==> config.mk <==
export PLATFORM = sky130hd
export DESIGN_NAME = i2c_slave_regif
export DESIGN_NICKNAME = d
export VERILOG_FILES = /design/src/rtl/i2c_pkg.sv /design/src/rtl/i2c_line_filter.sv /design/src/rtl/i2c_slave_regif.sv
export SDC_FILE = /design/constraint.sdc
export NUM_CORES = 1
export LEC_CHECK = 0
export ABC_AREA = 0
export CORE_ASPECT_RATIO = 0.6
export CORE_UTILIZATION = 40
export CTS_CLUSTER_SIZE = 20
export DETAILED_ROUTE_END_ITERATION = 6
export SLEW_MARGIN = 20
export SYNTH_ARGS = -nofsm -noshare
export SYNTH_HDL_FRONTEND = slang
export SYNTH_SLANG_ARGS = --single-unit
export TNS_END_PERCENT = 5
==> constraint.sdc <==
create_clock -name clk -period 2.25 [get_ports clk]
set_input_delay 0.5625 -clock clk [delete_from_list [all_inputs] [get_ports clk]]
set_output_delay 0.5625 -clock clk [all_outputs]
set_load 0.03 [all_outputs]
==> src/rtl/i2c_pkg.sv <==
// i2c_pkg: state encoding and bus levels shared by the I2C master/slave blocks
package i2c_pkg;
    localparam logic [3:0] S_IDLE     = 4'd0;
    localparam logic [3:0] S_ADDR     = 4'd1;
    localparam logic [3:0] S_ACK_A    = 4'd2;
    localparam logic [3:0] S_PTR      = 4'd3;
    localparam logic [3:0] S_ACK_P    = 4'd4;
    localparam logic [3:0] S_WR       = 4'd5;
    localparam logic [3:0] S_ACK_W    = 4'd6;
    localparam logic [3:0] S_RD_FETCH = 4'd7;
    localparam logic [3:0] S_RD       = 4'd8;
    localparam logic [3:0] S_RD_ACK   = 4'd9;
    localparam logic ACK  = 1'b0;
    localparam logic NACK = 1'b1;
endpackage

==> src/rtl/i2c_line_filter.sv <==
// i2c_line_filter: 2-FF synchroniser, FILT-deep glitch filter and edge pulses for one bus line
module i2c_line_filter #(
    parameter int FILT = 3
) (
    input  logic clk,
    input  logic rst,
    input  logic line_i,
    output logic line,
    output logic rise,
    output logic fall
);
    localparam int CW = $clog2(FILT + 1);
    logic [1:0]    sync;
    logic [CW-1:0] cnt;
    // filtered line follows the synchronised input only after FILT consecutive differing samples
    always_ff @(posedge clk or negedge rst) begin
        if (!rst) begin
            sync <= 2'b11;
            cnt  <= '0;
            line <= 1'b1;
            rise <= 1'b0;
            fall <= 1'b0;
        end else begin
            sync <= {sync[0], line_i};
            rise <= 1'b0;
            fall <= 1'b0;
            if (sync[1] == line)
                cnt <= '0;
            else if (cnt == CW'(FILT - 1)) begin
                cnt  <= '0;
                line <= sync[1];
                rise <= sync[1];
                fall <= !sync[1];
            end else
                cnt <= cnt + 1'b1;
        end
    end
endmodule

==> src/rtl/i2c_slave_regif.sv <==
// i2c_slave_regif: I2C slave mapping pointer-addressed burst reads/writes onto a synchronous register file
module i2c_slave_regif
    import i2c_pkg::*;
#(
    parameter logic [6:0] ADDR   = 7'h00,
    parameter int         MEM_AW = 5,
    parameter int         FILT   = 3,
    parameter bit         WRAP   = 1'b1
) (
    input  logic              clk,
    input  logic              rst,
    input  logic              scl_i,
    output logic              scl_o,
    output logic              scl_t,
    input  logic              sda_i,
    output logic              sda_o,
    output logic              sda_t,
    input  logic [7:0]        data_in,
    output logic              RE,
    output logic              WE,
    output logic [MEM_AW-1:0] mem_addr,
    output logic [7:0]        data_out,
    output logic              busy
);
    logic              scl, scl_rise, scl_fall, sda, sda_rise, sda_fall;
    logic [3:0]        state, bit_cnt;
    logic [6:0]        shreg;
    logic [7:0]        tx, nxt;
    logic              rw, start, stop;
    logic [MEM_AW-1:0] ptr_inc;

    assign scl_o   = 1'b0;
    assign scl_t   = 1'b1;
    assign sda_o   = 1'b0;
    assign start   = sda_fall && scl;
    assign stop    = sda_rise && scl;
    assign nxt     = {shreg, sda};
    assign ptr_inc = (!WRAP && &mem_addr) ? mem_addr : mem_addr + 1'b1;

    i2c_line_filter #(.FILT(FILT)) u_scl (
        .clk(clk), .rst(rst), .line_i(scl_i), .line(scl), .rise(scl_rise), .fall(scl_fall)
    );
    i2c_line_filter #(.FILT(FILT)) u_sda (
        .clk(clk), .rst(rst), .line_i(sda_i), .line(sda), .rise(sda_rise), .fall(sda_fall)
    );

    // bus protocol FSM; START/STOP override bit handling, ACK phases use sda_t to tell first from second scl_fall
    always_ff @(posedge clk or negedge rst) begin
        if (!rst) begin
            state    <= S_IDLE;
            bit_cnt  <= 4'd0;
            shreg    <= 7'd0;
            tx       <= 8'd0;
            rw       <= 1'b0;
            sda_t    <= 1'b1;
            RE       <= 1'b0;
            WE       <= 1'b0;
            mem_addr <= '0;
            data_out <= 8'd0;
            busy     <= 1'b0;
        end else begin
            WE <= 1'b0;
            RE <= 1'b0;
            if (start) begin
                sda_t   <= 1'b1;
                bit_cnt <= 4'd0;
                state   <= S_ADDR;
            end else if (stop) begin
                sda_t <= 1'b1;
                busy  <= 1'b0;
                state <= S_IDLE;
            end else begin
                case (state)
                    S_ADDR: if (scl_rise) begin
                        shreg   <= nxt[6:0];
                        bit_cnt <= bit_cnt + 4'd1;
                        if (bit_cnt == 4'd7) begin
                            bit_cnt <= 4'd0;
                            rw      <= nxt[0];
                            busy    <= nxt[7:1] == ADDR;
                            state   <= (nxt[7:1] == ADDR) ? S_ACK_A : S_IDLE;
                        end
                    end
                    // a read fetches during the ACK clock so bit 7 is ready at the fall ending it
                    S_ACK_A: if (scl_fall) begin
                        if (rw) begin
                            sda_t <= ACK;
                            RE    <= 1'b1;
                            state <= S_RD_FETCH;
                        end else if (sda_t)
                            sda_t <= ACK;
                        else begin
                            sda_t <= 1'b1;
                            state <= S_PTR;
                        end
                    end
                    S_PTR: if (scl_rise) begin
                        shreg   <= nxt[6:0];
                        bit_cnt <= bit_cnt + 4'd1;
                        if (bit_cnt == 4'd7) begin
                            bit_cnt  <= 4'd0;
                            mem_addr <= nxt[MEM_AW-1:0];
                            state    <= S_ACK_P;
                        end
                    end
                    S_ACK_P: if (scl_fall) begin
                        sda_t <= sda_t ? ACK : 1'b1;
                        state <= sda_t ? S_ACK_P : S_WR;
                    end
                    S_WR: if (scl_rise) begin
                        shreg   <= nxt[6:0];
                        bit_cnt <= bit_cnt + 4'd1;
                        if (bit_cnt == 4'd7) begin
                            bit_cnt  <= 4'd0;
                            data_out <= nxt;
                            WE       <= 1'b1;
                            state    <= S_ACK_W;
                        end
                    end
                    S_ACK_W: if (scl_fall) begin
                        sda_t    <= sda_t ? ACK : 1'b1;
                        mem_addr <= sda_t ? mem_addr : ptr_inc;
                        state    <= sda_t ? S_ACK_W : S_WR;
                    end
                    // RE is high in the first cycle here; data_in is valid the cycle after
                    S_RD_FETCH: if (!RE) begin
                        tx    <= data_in;
                        state <= S_RD;
                    end
                    S_RD: if (scl_fall) begin
                        if (bit_cnt == 4'd8) begin
                            sda_t   <= 1'b1;
                            bit_cnt <= 4'd0;
                            state   <= S_RD_ACK;
                        end else begin
                            sda_t   <= tx[7];
                            tx      <= {tx[6:0], 1'b0};
                            bit_cnt <= bit_cnt + 4'd1;
                        end
                    end
                    S_RD_ACK: if (scl_rise) begin
                        if (sda == NACK) begin
                            busy  <= 1'b0;
                            state <= S_IDLE;
                        end else begin
                            mem_addr <= ptr_inc;
                            RE       <= 1'b1;
                            state    <= S_RD_FETCH;
                        end
                    end
                    default: ;
                endcase
            end
        end
    end
endmodule

# Yosys cells after proc, flatten, opt, wreduce, memory -nomap -nowiden
# Index checks and enable logic that the tools add are counted.
# word_totals
reg_bits	55
out_inout_bits	20
inputBits	12
# op_classes
addsub	4
n_reduce_logical	24
bitwise_logic	4
n_eq_ne	46
mux	79
# ops
operator	count
$mux W4	23
$pmux W4 S9	1
$mux W1	33
$ne A4 B3 Y1 const B	8
$mux W5	6
$mux W8	3
$eq A4 B3 Y1 const B	5
$ne A4 B4 Y1 const B	5
$pmux W8 S2	1
$pmux W5 S3	1
$reduce_and A15 Y1	1
$eq A4 B4 Y1 const B	3
$mux W2	6
$ne A2 B2 Y1 const B	6
$ne A3 B2 Y1 const B	4
$reduce_and A4 Y1	3
$reduce_and A6 Y1	2
$reduce_bool A11 Y1	1
$reduce_and A5 Y1	2
$reduce_and A9 Y1	1
$reduce_bool A3 Y1	3
$eq A4 B2 Y1 const B	2
$ne A2 B1 Y1 const B	4
$pmux W4 S2	1
other kinds (22)	32

# Depth between registers and ports, before layout
# depth
ltp_word	7
depth_mapped	7
mapped_depth_nobuf	7

# Hierarchy
# A second synthesis with hierarchy kept.
# unflattened
cells_unflattened	288
area_unflattened_um2	2972.9
# modules_own_cells
mod	seq_area_each_um2	area_per_inst_um2	instances	cells_per_inst
i2c_slave_regif	1027.2	2484.9	1	260
i2c_line_filter	178.9	244.0	2	14

# Least setup slack after synthesis
# OpenSTA, ideal clock, no wires.
# synth_path
kind	reg-to-reg
start	reg state[1]
end	reg tx[1]
arrival_time_ps	1819
setup_slack_ps	307
stages_incl_launch_ff	6
n_path_buf	1
required_time_ps	2125
setup_ps	125
cell_sequence	dfrtp_1 buf_4 nor4b_4 nor2_1 a2111oi_4 mux2_2
# synth_between
elab_chain_len	3
# synth_rtl
item	line_no	rtl
from (decl)	i2c_slave_regif.sv:26	logic [3:0] state, bit_cnt;
from (signal assigned)	i2c_slave_regif.sv:81	state <= (nxt[7:1] == ADDR) ? S_ACK_A : S_IDLE;
from (signal assigned)	i2c_slave_regif.sv:108	state <= sda_t ? S_ACK_P : S_WR;
from (signal assigned)	i2c_slave_regif.sv:123	state <= sda_t ? S_ACK_W : S_WR;
$eq A4 B4 Y1 or $eq A4 B3 Y1 (tied branches)	i2c_slave_regif.sv:73	case (state)
$ne A2 B1 Y1 (no source line) (tied with other cells)	n/a	
$reduce_and A6 Y1 (no source line)	n/a	
to (signal assigned)	i2c_slave_regif.sv:127	tx <= data_in;
to (signal assigned)	i2c_slave_regif.sv:137	tx <= {tx[6:0], 1'b0};
to (decl)	i2c_slave_regif.sv:28	logic [7:0] tx, nxt;
# Parallel ways exist; a longest one is shown, timed or not.
# A chain may end at the register's enable or synchronous reset.

# Final worst setup path
# layout_path
start	reg sda_t
end	out sda_t
# layout_rtl
item	line_no	rtl
from (decl)	i2c_slave_regif.sv:17	output logic sda_t,
from (signal assigned)	i2c_slave_regif.sv:107	sda_t <= sda_t ? ACK : 1'b1;
from (signal assigned)	i2c_slave_regif.sv:121	sda_t <= sda_t ? ACK : 1'b1;
from (signal assigned)	i2c_slave_regif.sv:136	sda_t <= tx[7];
# No word-level cell between the ends.

==> PnR_summary.wiki <==
{| class="wikitable"
! Metric !! Value
|-
| Worst reg-to-reg setup slack || 170 ps
|-
| Placeable Area || 6850 sq um
|-
| Antenna violation net count after detailed routing || 0
|-
| Synth top area share || 41.2%
|-
| RSZ-0062 raised after global routing || no
|-
| Total half-perimeter wirelength after legalization and detailed placement || 4.53 mm
|-
| Share of the synthesized area in compound gates (AO/OA/AOI/OAI) || 13.4%
|-
| Final Wtd Congestion || 0.896
|-
| CTS tree || built
|-
| Count of flip-flops with a built-in enable after synthesis || 0
|-
| Synthesized area per cell || 10.3 sq um
|-
| Top cells by instance count after synthesis || 48 x dfrtp_1, 41 x nand2_1, 26 x mux2_2
|-
| Clock root buffer || clkbuf_16
|-
| Main synth FF type || dfrtp_1
|-
| DRC marker count from the first detailed-route iteration || 205
|-
| Highest attainable clock frequency || 477 MHz
|-
| Number of buffers created by CTS || 5
|-
| Number of cells produced by synthesis || 283
|-
| Worst-skew pair later-pin latency || 300 ps
|-
| Endpoints failing setup || 0
|-
| IO Pins || 32
|-
| Synthesized flop and latch total || 55
|-
| Switching power || 1.42 mW
|-
| Most numerous cell in the Yosys netlist || dfrtp_1
|-
| Number of hold-repair buffers added at the cts stage || 0
|-
| Xor/xnor cell area share of the yosys netlist || 0%
|-
| Layout-stage area growth over the synthesis result || 21.4%
|-
| Buffers from clock root to sink, at most || 2
|-
| Endpoint required time on the critical path || 1690 ps
|-
| Internal power summed over all cells || 2.47 mW
|-
| Logic gate share of total power || 37.7%
|-
| Antenna Cells || 0
|-
| Status || complete, but fails checks
|-
| Mean routed wirelength per cell || 15.4 um
|-
| Slowest stage cell on the critical path || clkdlybuf4s50_1
|-
| Number of global-route vias before repair || 2,151
|-
| CP max FO || 4
|-
| LEAKAGE || 1.57 nW
|-
| Family with the most delay on the worst path || buffers and inverters
|-
| Maximum number of pins on one net before global-route repair || 28
|-
| Congestion Overflow GR || 0
|-
| Multiplexer area fraction after synthesis || 13.1%
|-
| Post-synth top area cell || dfrtp_1
|-
| All-Layer GR Usage || 18.8%
|-
| H-tree depth || 2
|-
| Routed wire length || 6.28 mm
|-
| Max Cap Violations || 0
|-
| Synth async-reset ratio || 100%
|-
| Endpoints failing hold || 0
|-
| Initial Utilization || 42.5%
|-
| Die Span X || 112 um
|-
| Period utilisation layout || 93.1%
|-
| Failing checks || design-rule violations
|-
| Clock transition at the register clock pins on the worst setup and hold paths after CTS || 70 ps
|-
| Share of synthesized cell area in full adder, half adder and majority cells || 1.29%
|-
| Clock skew after layout || 5.37 ps
|-
| Top area cells in the synthesized netlist || dfrtp_1 41%, mux2_2 10%, dfstp_2 6.3%
|-
| Row count || 23
|-
| Relative contribution of sequential cells to total power || 39.3%
|-
| Setup TNS || 0 ps
|-
| Worst setup path class || flip-flop to output port
|-
| Class of the tightest hold or removal check || input port to async pin
|-
| Portion of the post-synthesis area used by sequential elements || 47.6%
|-
| Pins Over Slew Limit || 0
|-
| Setup crit end kind || output port
|-
| Number of antenna violations at the first check in global routing || 0
|-
| Yosys warnings || 0
|-
| Fin crit period || 2090 ps
|-
| Count of different cell masters after synthesis || 53
|-
| Clock network power share || 23.0%
|-
| Post-route total power || 3.89 mW
|-
| Series of cell instances along the critical path || clkdlybuf4s50_1
|-
| Combinational family with the most area after synthesis || simple AND/OR/NAND/NOR gates
|-
| Fraction of layout cells with a size suffix above 1 || 23.7%
|-
| Maximum vdd ir drop || 0.437 mV
|-
| Power density over the cells || 1100 nW/um^2
|-
| DRC violations left || 2
|-
| Wire length of the first global-routing pass || 11.0 mm
|-
| CP Data Arrival Time || 1530 ps
|-
| Number of sinks handled by clock tree synthesis || 55
|-
| Largest stage delay, worst path || 670 ps
|-
| Setup crit start kind || flip-flop
|-
| Post-layout net count || 335
|-
| Count of port buffers added during placement || 28
|-
| Routed vias/inst || 5.44
|-
| DIE AREA || 7640 sq um
|-
| Iteration count of the initial detailed-routing pass || 6
|-
| Post-synthesis share of cell area spent on and, or, nand and nor gates || 20.6%
|-
| Via count || 2,218
|-
| Y dimension of the die || 68.1 um
|-
| Mapped cell area || 2910 sq um
|-
| Buffers plus inverters on the worst setup path || 1
|-
| Switching share of total power || 36.5%
|}
-- state kept, by name, summed over array words and instances (netlist names) --
| name | flops |
|---|---|
| WE | 1 |
| u_scl.cnt | 2 |
| u_scl.fall | 1 |
| state | 4 |
| data_out | 8 |
| sda_t | 1 |
| u_scl.line | 1 |
| rw | 1 |
| tx | 8 |
| u_scl.sync | 2 |
| mem_addr | 5 |
| u_scl.rise | 1 |
| busy | 1 |
| shreg | 7 |
| bit_cnt | 4 |
| u_sda.rise | 1 |
| u_sda.cnt | 2 |
| u_sda.sync | 2 |
| u_sda.line | 1 |
| u_sda.fall | 1 |
| RE | 1 |
-- power groups by stage --
stage	combinational [mW]	clock, mW	sequential (mW)
after floorplan	1.13	0	1.43
after global placement	1.43	0	1.53
after detailed placement	1.44	0	1.55
after CTS	1.45	0.926	1.53
after global routing	1.65	0.950	1.58
final	1.47	0.894	1.53
-- stage by stage --
stage | util (%) | hold WS, ps | worst slack, ps | cells | instance area [sq um]
after floorplan | - | 267 | 307 | 284 | 2920
after global routing | 51.6 | 249 | 52.1 | 408 | 3540
after CTS | 51.5 | 230 | 95.4 | 407 | 3530
after detailed placement | 49.0 | 351 | 111 | 399 | 3350
final | 51.6 | 217 | 155 | 408 | 3540
after global placement | 49.0 | 346 | 175 | 399 | 3350
-- layout make-up --
type / count / area [sq um]
multi-input combinational: 205 / 1420
clock buffer: 5 / 125
sequential: 55 / 1390
clock inverter: 3 / 47.5
tap: 87 / 109
timing repair buffer: 45 / 415
fill: 644 / 3310
inverter: 8 / 30.0
-- cells in the final DEF (no fill, tap or decap), types with 6 or more instances in the layout --
master / count
nand2b_1: 8
dfstp_2: 7
nor2_1: 18
nand2_1: 40
nand3b_1: 6
mux2i_1: 9
clkdlybuf4s50_1: 27
dfrtp_1: 48
mux2_2: 26
buf_4: 16
a21oi_1: 14
inv_1: 8
o21ai_0: 12
-- path summary, 6_finish.rpt --
check                                             start                       to  cells after the start
worst max-delay path                  sda_t$_DFFE_PN1P_                    sda_t                      1
worst max register to register     state[0]$_DFFE_PN0P_        tx[1]$_DFFE_PN0P_                      5
worst min register to register  u_scl.sync[0]$_DFF_PN1_  u_scl.sync[1]$_DFF_PN1_                      0
max in group asynchronous                           rst  u_scl.sync[1]$_DFF_PN1_                      2
worst min-delay path                                rst        tx[2]$_DFFE_PN0P_                      1
min in group clk                u_scl.sync[0]$_DFF_PN1_  u_scl.sync[1]$_DFF_PN1_                      0
-- cells by family (layout without fill, tap and decap cells) --
group / after synthesis / count (layout)
adder cells (fa/ha/maj): 3 / 3
AO/OA/AOI/OAI: 54 / 54
flip-flops: 55 / 55
AND/OR/NAND/NOR: 110 / 110
multiplexers: 35 / 35
other: 2 / 3
buffers and inverters: 24 / 61
-- timing repair --
action	in CTS	in global routing
buffers inserted	0	1
resized for setup	0	1
setup endpoints to repair	0	10
-- metal layers --
| layer | share of wire [%] | global-route usage, % | vias to the layer above |
|---|---|---|---|
| met4 | 1.1 | 5.67 | 0 |
| met1 | 53 | 27.7 | 1078 |
| li1 | - | - | 1084 |
| met2 | 40 | 26.6 | 48 |
| met3 | 5.6 | 5.31 | 8 |
| met5 | 0 | 0 | - |
Power figures use the tool's default switching activity.
==> variant 1: new RTL, config.mk and constraints unchanged <==
`MEM_AW`: 5 -> 6.
--- a/src/rtl/i2c_slave_regif.sv
+++ b/src/rtl/i2c_slave_regif.sv
@@ -4,5 +4,5 @@
 #(
     parameter logic [6:0] ADDR   = 7'h00,
-    parameter int         MEM_AW = 5,
+    parameter int         MEM_AW = 6,
     parameter int         FILT   = 3,
     parameter bit         WRAP   = 1'b1
Interface: changed (resized mem_addr); port bits go from 32 to 33. The function was not compared with the original's and may differ.
==> variant 1 against the unedited design <==
- sequential cell count increased by 1
- utilization decreased by 0.18 points
- critical path depth is the same
- non-clock buffer count increased by 1
- via count is 3.7% higher
- synthesized area up 0.73%
- setup slack got worse by 49 ps
- design area about the same
- routed wire length rose by 2.5%
- total power is 11% higher
- worst hold slack improved by 46 ps
==> variant 1: results (changes against the unedited design) <==
[global_routing]
grt_max_degree = 57  ; +100%
grt.total_usage_pct = 18.4  ; -0.46 points

[placement]
dp_slack_ps = 265  ; +154 ps
dpl.cell_count = 417  ; +4.5%
hpwl_um = 4640  ; +2.5%
io_buffers = 29  ; +3.6%

[routing]
wl_per_cell_um = 15.1  ; -1.6%
finalWirelength_um = 6440  ; +2.5%
routed_via_density = 5.41  ; -0.49%
dr.pass1.iters = 4  ; -2
drt_iter0_markers = 182  ; -11%

[synth]
syn_inst = 302  ; +6.7%
synth.distinct_cells = 59  ; +11%
synth.area.top_cells = dfrtp_1 42%, nand2_1 6.5%, dfstp_2 6.3%
yosysSeqAreaShare_pct = 48.1  ; +0.51 points
synth_commonest_cells = 51 x nand2_1, 49 x dfrtp_1, 20 x a21oi_1

[status]
status = completed

[layout]
drive_above_1_share_pct = 13.3  ; -10 points
finalNetCount = 352  ; +5.1%

[critical_path]
path_max_fanout = 6  ; +2
crit_arrival_ps = 1580  ; +50 ps
crit_path_max_incr_delay_ps = 690  ; +20 ps

[sta]
skew_ps = 5.73  ; +0.364 ps

[clocking]
root_buffer = clkbuf_16
cts.path.max_buffers = 2  ; unchanged

[power]
intPower_uw = 2660  ; +7.6%
ir_drop_mv = 0.462  ; +5.8%

variant 1: cell count changes after synthesis, moves of 4 or more:
cell	unedited run	this run
mux2_2	26	3
nand2_1	41	51
nand3_1	4	12
buf_2	4	11
mux2_1	0	7
nor2_1	18	11
a21oi_1	14	20
and3_1	0	4
o21ai_0	12	16
variant 1: per-stage QoR:
| stage | hold slack (ps) | power (uW) | cell area [um2] |
|---|---|---|---|
| after floorplan | 267 | 2840 | 2940 |
| after global placement | 348 | 3400 | 3360 |
| after detailed placement | 347 | 3420 | 3360 |
| after CTS | 272 | 4330 | 3540 |
| after global routing | 297 | 4620 | 3540 |
| final | 264 | 4330 | 3540 |
variant 1: logic make-up (layout without fill, tap and decap cells):
logic type / after synthesis / in the layout / share of synthesized area (%)
adder cells (fa/ha/maj): 3 / 3 / 1.28
other: 2 / 3 / 0.256
flip-flops: 56 / 56 / 48.1
buffers and inverters: 29 / 64 / 5.07
AO/OA/AOI/OAI: 69 / 69 / 15.7
AND/OR/NAND/NOR: 121 / 121 / 21.7
multiplexers: 22 / 22 / 7.93
variant 1: worst paths after layout:
check	start	endpoint	slack [ps]	cells past startpoint
worst max-delay path	sda_t	sda_t	110	1
worst min-delay path	rst	mem_addr[1]	260	2
worst max register to register	state[3]	mem_addr[5]	200	6
worst min register to register	u_scl.sync[0]	u_scl.sync[1]	360	0
max in group asynchronous	rst	u_sda.sync[1]	1690	2
min in group clk	u_scl.sync[0]	u_scl.sync[1]	360	0
variant 1: area by class of cell:
| class | instances | area [um2] |
|---|---|---|
| clock buffer | 6 | 139 |
| inverter | 10 | 37.5 |
| multi-input combinational | 218 | 1380 |
| clock inverter | 2 | 38.8 |
| timing repair buffer | 46 | 425 |
| fill | 618 | 3340 |
| sequential | 56 | 1410 |
| tap | 87 | 109 |
variant 1: power by group through the flow:
stage          clock (uW)  sequential (uW)  combinational, uW
3_5_place_dp            0             1560               1860
5_1_grt               966             1590               2070
4_1_cts               930             1540               1860
6_report              908             1540               1880
2_1_floorplan           0             1590               1250
3_3_place_gp            0             1550               1850
variant 1: worst register-to-register path, delay by kind of cell (launching register included):
| kind | cells | cell delay (ps) |
|---|---|---|
| compound gates | 3 | 700 |
| buf+inv | 1 | 230 |
| flops | 1 | 530 |
| simple gates | 2 | 510 |
variant 1: layer usage:
layer  wire [um]  global-route usage (%)
met1        3690                    30.0
met2        2360                    23.1
met3         347                    4.61
met4          42                    3.50
met5           0                       0
==> variant 2: new RTL, same flow settings <==
Without the edit above. Register the inputs `scl_i`, `sda_i` and `data_in` before use. The logic sees them one clock later. Comments in the files are not updated.
--- a/src/rtl/i2c_slave_regif.sv
+++ b/src/rtl/i2c_slave_regif.sv
@@ -23,4 +23,15 @@
     output logic              busy
 );
+
+    logic scl_q;
+    logic sda_q;
+    logic [7:0] data_q;
+
+    always_ff @(posedge clk) begin
+        scl_q  <= scl_i;
+        sda_q  <= sda_i;
+        data_q <= data_in;
+    end
+
     logic              scl, scl_rise, scl_fall, sda, sda_rise, sda_fall;
     logic [3:0]        state, bit_cnt;
@@ -39,8 +50,8 @@
 
     i2c_line_filter #(.FILT(FILT)) u_scl (
-        .clk(clk), .rst(rst), .line_i(scl_i), .line(scl), .rise(scl_rise), .fall(scl_fall)
+        .clk(clk), .rst(rst), .line_i(scl_q), .line(scl), .rise(scl_rise), .fall(scl_fall)
     );
     i2c_line_filter #(.FILT(FILT)) u_sda (
-        .clk(clk), .rst(rst), .line_i(sda_i), .line(sda), .rise(sda_rise), .fall(sda_fall)
+        .clk(clk), .rst(rst), .line_i(sda_q), .line(sda), .rise(sda_rise), .fall(sda_fall)
     );
 
@@ -125,5 +136,5 @@
                     // RE is high in the first cycle here; data_in is valid the cycle after
                     S_RD_FETCH: if (!RE) begin
-                        tx    <= data_in;
+                        tx    <= data_q;
                         state <= S_RD;
                     end
Check against the original RTL: same outputs for any inputs over 10 cycles, from zero or initial values and one cycle with rst low; that may be too few to reach the edited logic, so the function may still have changed.
==> variant 2 against the unedited design <==
- global-route usage shrank 0.63 points
- sequential cell count increased by 10
- total power increased by 2.2%
- worst hold slack worse by 1.6 ps
- first-iteration DRC count shrank 20%
- design area up 7.6%
- synthesized area increased by 5.4%
- routed wire length is 0.22% higher
- via count up 1.5%
- synthesized cell count increased by 1.8%
- register-to-register slack lost 50 ps
- combinational power down 24%
- setup slack got worse by 85 ps
==> variant 2: results (changes against the unedited design) <==
[power]
switchingPower_uw = 1310  ; -7.9%
seq-power_uw = 1630  ; +7%
pwr-share-comb_pct = 28.3  ; -9.4 points
power_uw = 3980  ; +2.2%
p_leak_uw = 0.00162  ; +3.4%
ir_drop_mv = 0.605  ; +38%

[placement]
io_buffers = 28  ; unchanged
hpwl_um = 4430  ; -2.1%
dpl.cell_count = 424  ; +6.3%
place_congestion = 0.911  ; +1.6%

[synth]
syn_inst = 288  ; +1.8%
synth_commonest_cells = 48 x dfrtp_1, 27 x nor2_1, 21 x mux2_2
yosysSeqAreaShare_pct = 51.6  ; +4.1 points
synthFlopType = dfrtp_1
synth.area.top_cells = dfrtp_1 39%, mux2_2 7.7%, dfxtp_1 6.5%
synthArstFlopShare_pct = 84.6  ; -15 points

[global_routing]
first_global_vias = 2165  ; +0.65%
grt.total_usage_pct = 18.2  ; -0.63 points
grt_max_degree = 56  ; +100%
grt_pass1_wl_um = 10900  ; -0.69%
met2_usage_pct = 23.5  ; -3.1 points
grtUsageMet1_pct = 27.6  ; -0.12 points
grt_util_met3_pct = 7.38  ; +2.1 points

[layout]
finalNetCount = 346  ; +3.3%
insertedDiodeCount = 0  ; unchanged
layoutNonFillerInstCount = 440  ; +7.8%
reg_top3 = data_out: 8 flops, data_q: 8 flops, tx: 8 flops

[clocking]
cts_inserted_buffers = 9  ; +4
clk_latency_ps = 330  ; +30 ps
clk_pin_slew_worst_paths_ps = 50  ; -20 ps

[sta]
skew_ps = 6.63  ; +1.26 ps
whs_ps = 216  ; -1.59 ps

[status]
status = completed

[critical_path]
rrSetupSlack_ps = 120  ; -50 ps
path_max_fanout = 7  ; +3
worstReg2RegStart = bit_cnt[1]
r2r_cells = 6  ; +1
reg2reg_to = state[2]
crit_path_max_incr_delay_ps = 690  ; +20 ps

[routing]
wl_per_cell_um = 14.3  ; -7.1%
drt_iter0_markers = 165  ; -20%
dr.pass1.iters = 4  ; -2
routed_via_density = 5.12  ; -5.9%

## variant 2: cell count changes after synthesis, sizes merged, moves of 5 or more
cell and change:
nand2 -26, dfxtp +10, nor2 +8, nor3 +8, a21oi +7, mux2 -5
## variant 2: per-stage QoR
step                      worst slack [ps]  util (%)
final                                 70.6      51.7
after global routing                 0.914      51.7
after detailed placement               182      48.1
after global placement                 213      48.1
after floorplan                        252         -
after CTS                             51.2      51.7
## variant 2: worst max-delay path by stage
stage | startpoint | endpoint | slack, ps | depth (start not counted)
after floorplan | state[1] | tx[0] | 250 | 5
after global placement | state[1] | tx[0] | 210 | 4
after detailed placement | bit_cnt[1] | data_out[6] | 180 | 5
after CTS | sda_t | sda_t | 50 | 1
after global routing | state[1] | tx[3] | 0.9 | 6
final | sda_t | sda_t | 70 | 1
## variant 2: per-layer routing
layer	part of all wire, %	routed length (um)	vias to the layer above
met2	41	2570	58
met5	0	0	-
met4	0.40	25	0
met3	5.3	333	4
li1	-	-	1122
met1	53	3360	1068
## variant 2: final cells by class
class / count / area (um2)
Multi-Input combinational cell: 203 / 1380
Tap cell: 104 / 130
Fill cell: 667 / 3550
Clock inverter: 5 / 33.8
Sequential cell: 65 / 1590
Clock buffer: 11 / 233
Timing Repair Buffer: 47 / 430
Inverter: 5 / 18.8
## variant 2: logic make-up (layout without fill, tap and decap cells)
kind of cell | after synthesis | after routing | share of synthesized area (%)
mux | 32 | 32 | 11.3
fa+ha+maj | 3 | 3 | 1.22
compound gates | 63 | 63 | 13.8
simple gates | 101 | 101 | 17.8
buf+inv | 21 | 68 | 3.71
flops | 65 | 65 | 51.6
xor+xnor | 1 | 1 | 0.285
other cells | 2 | 3 | 0.245
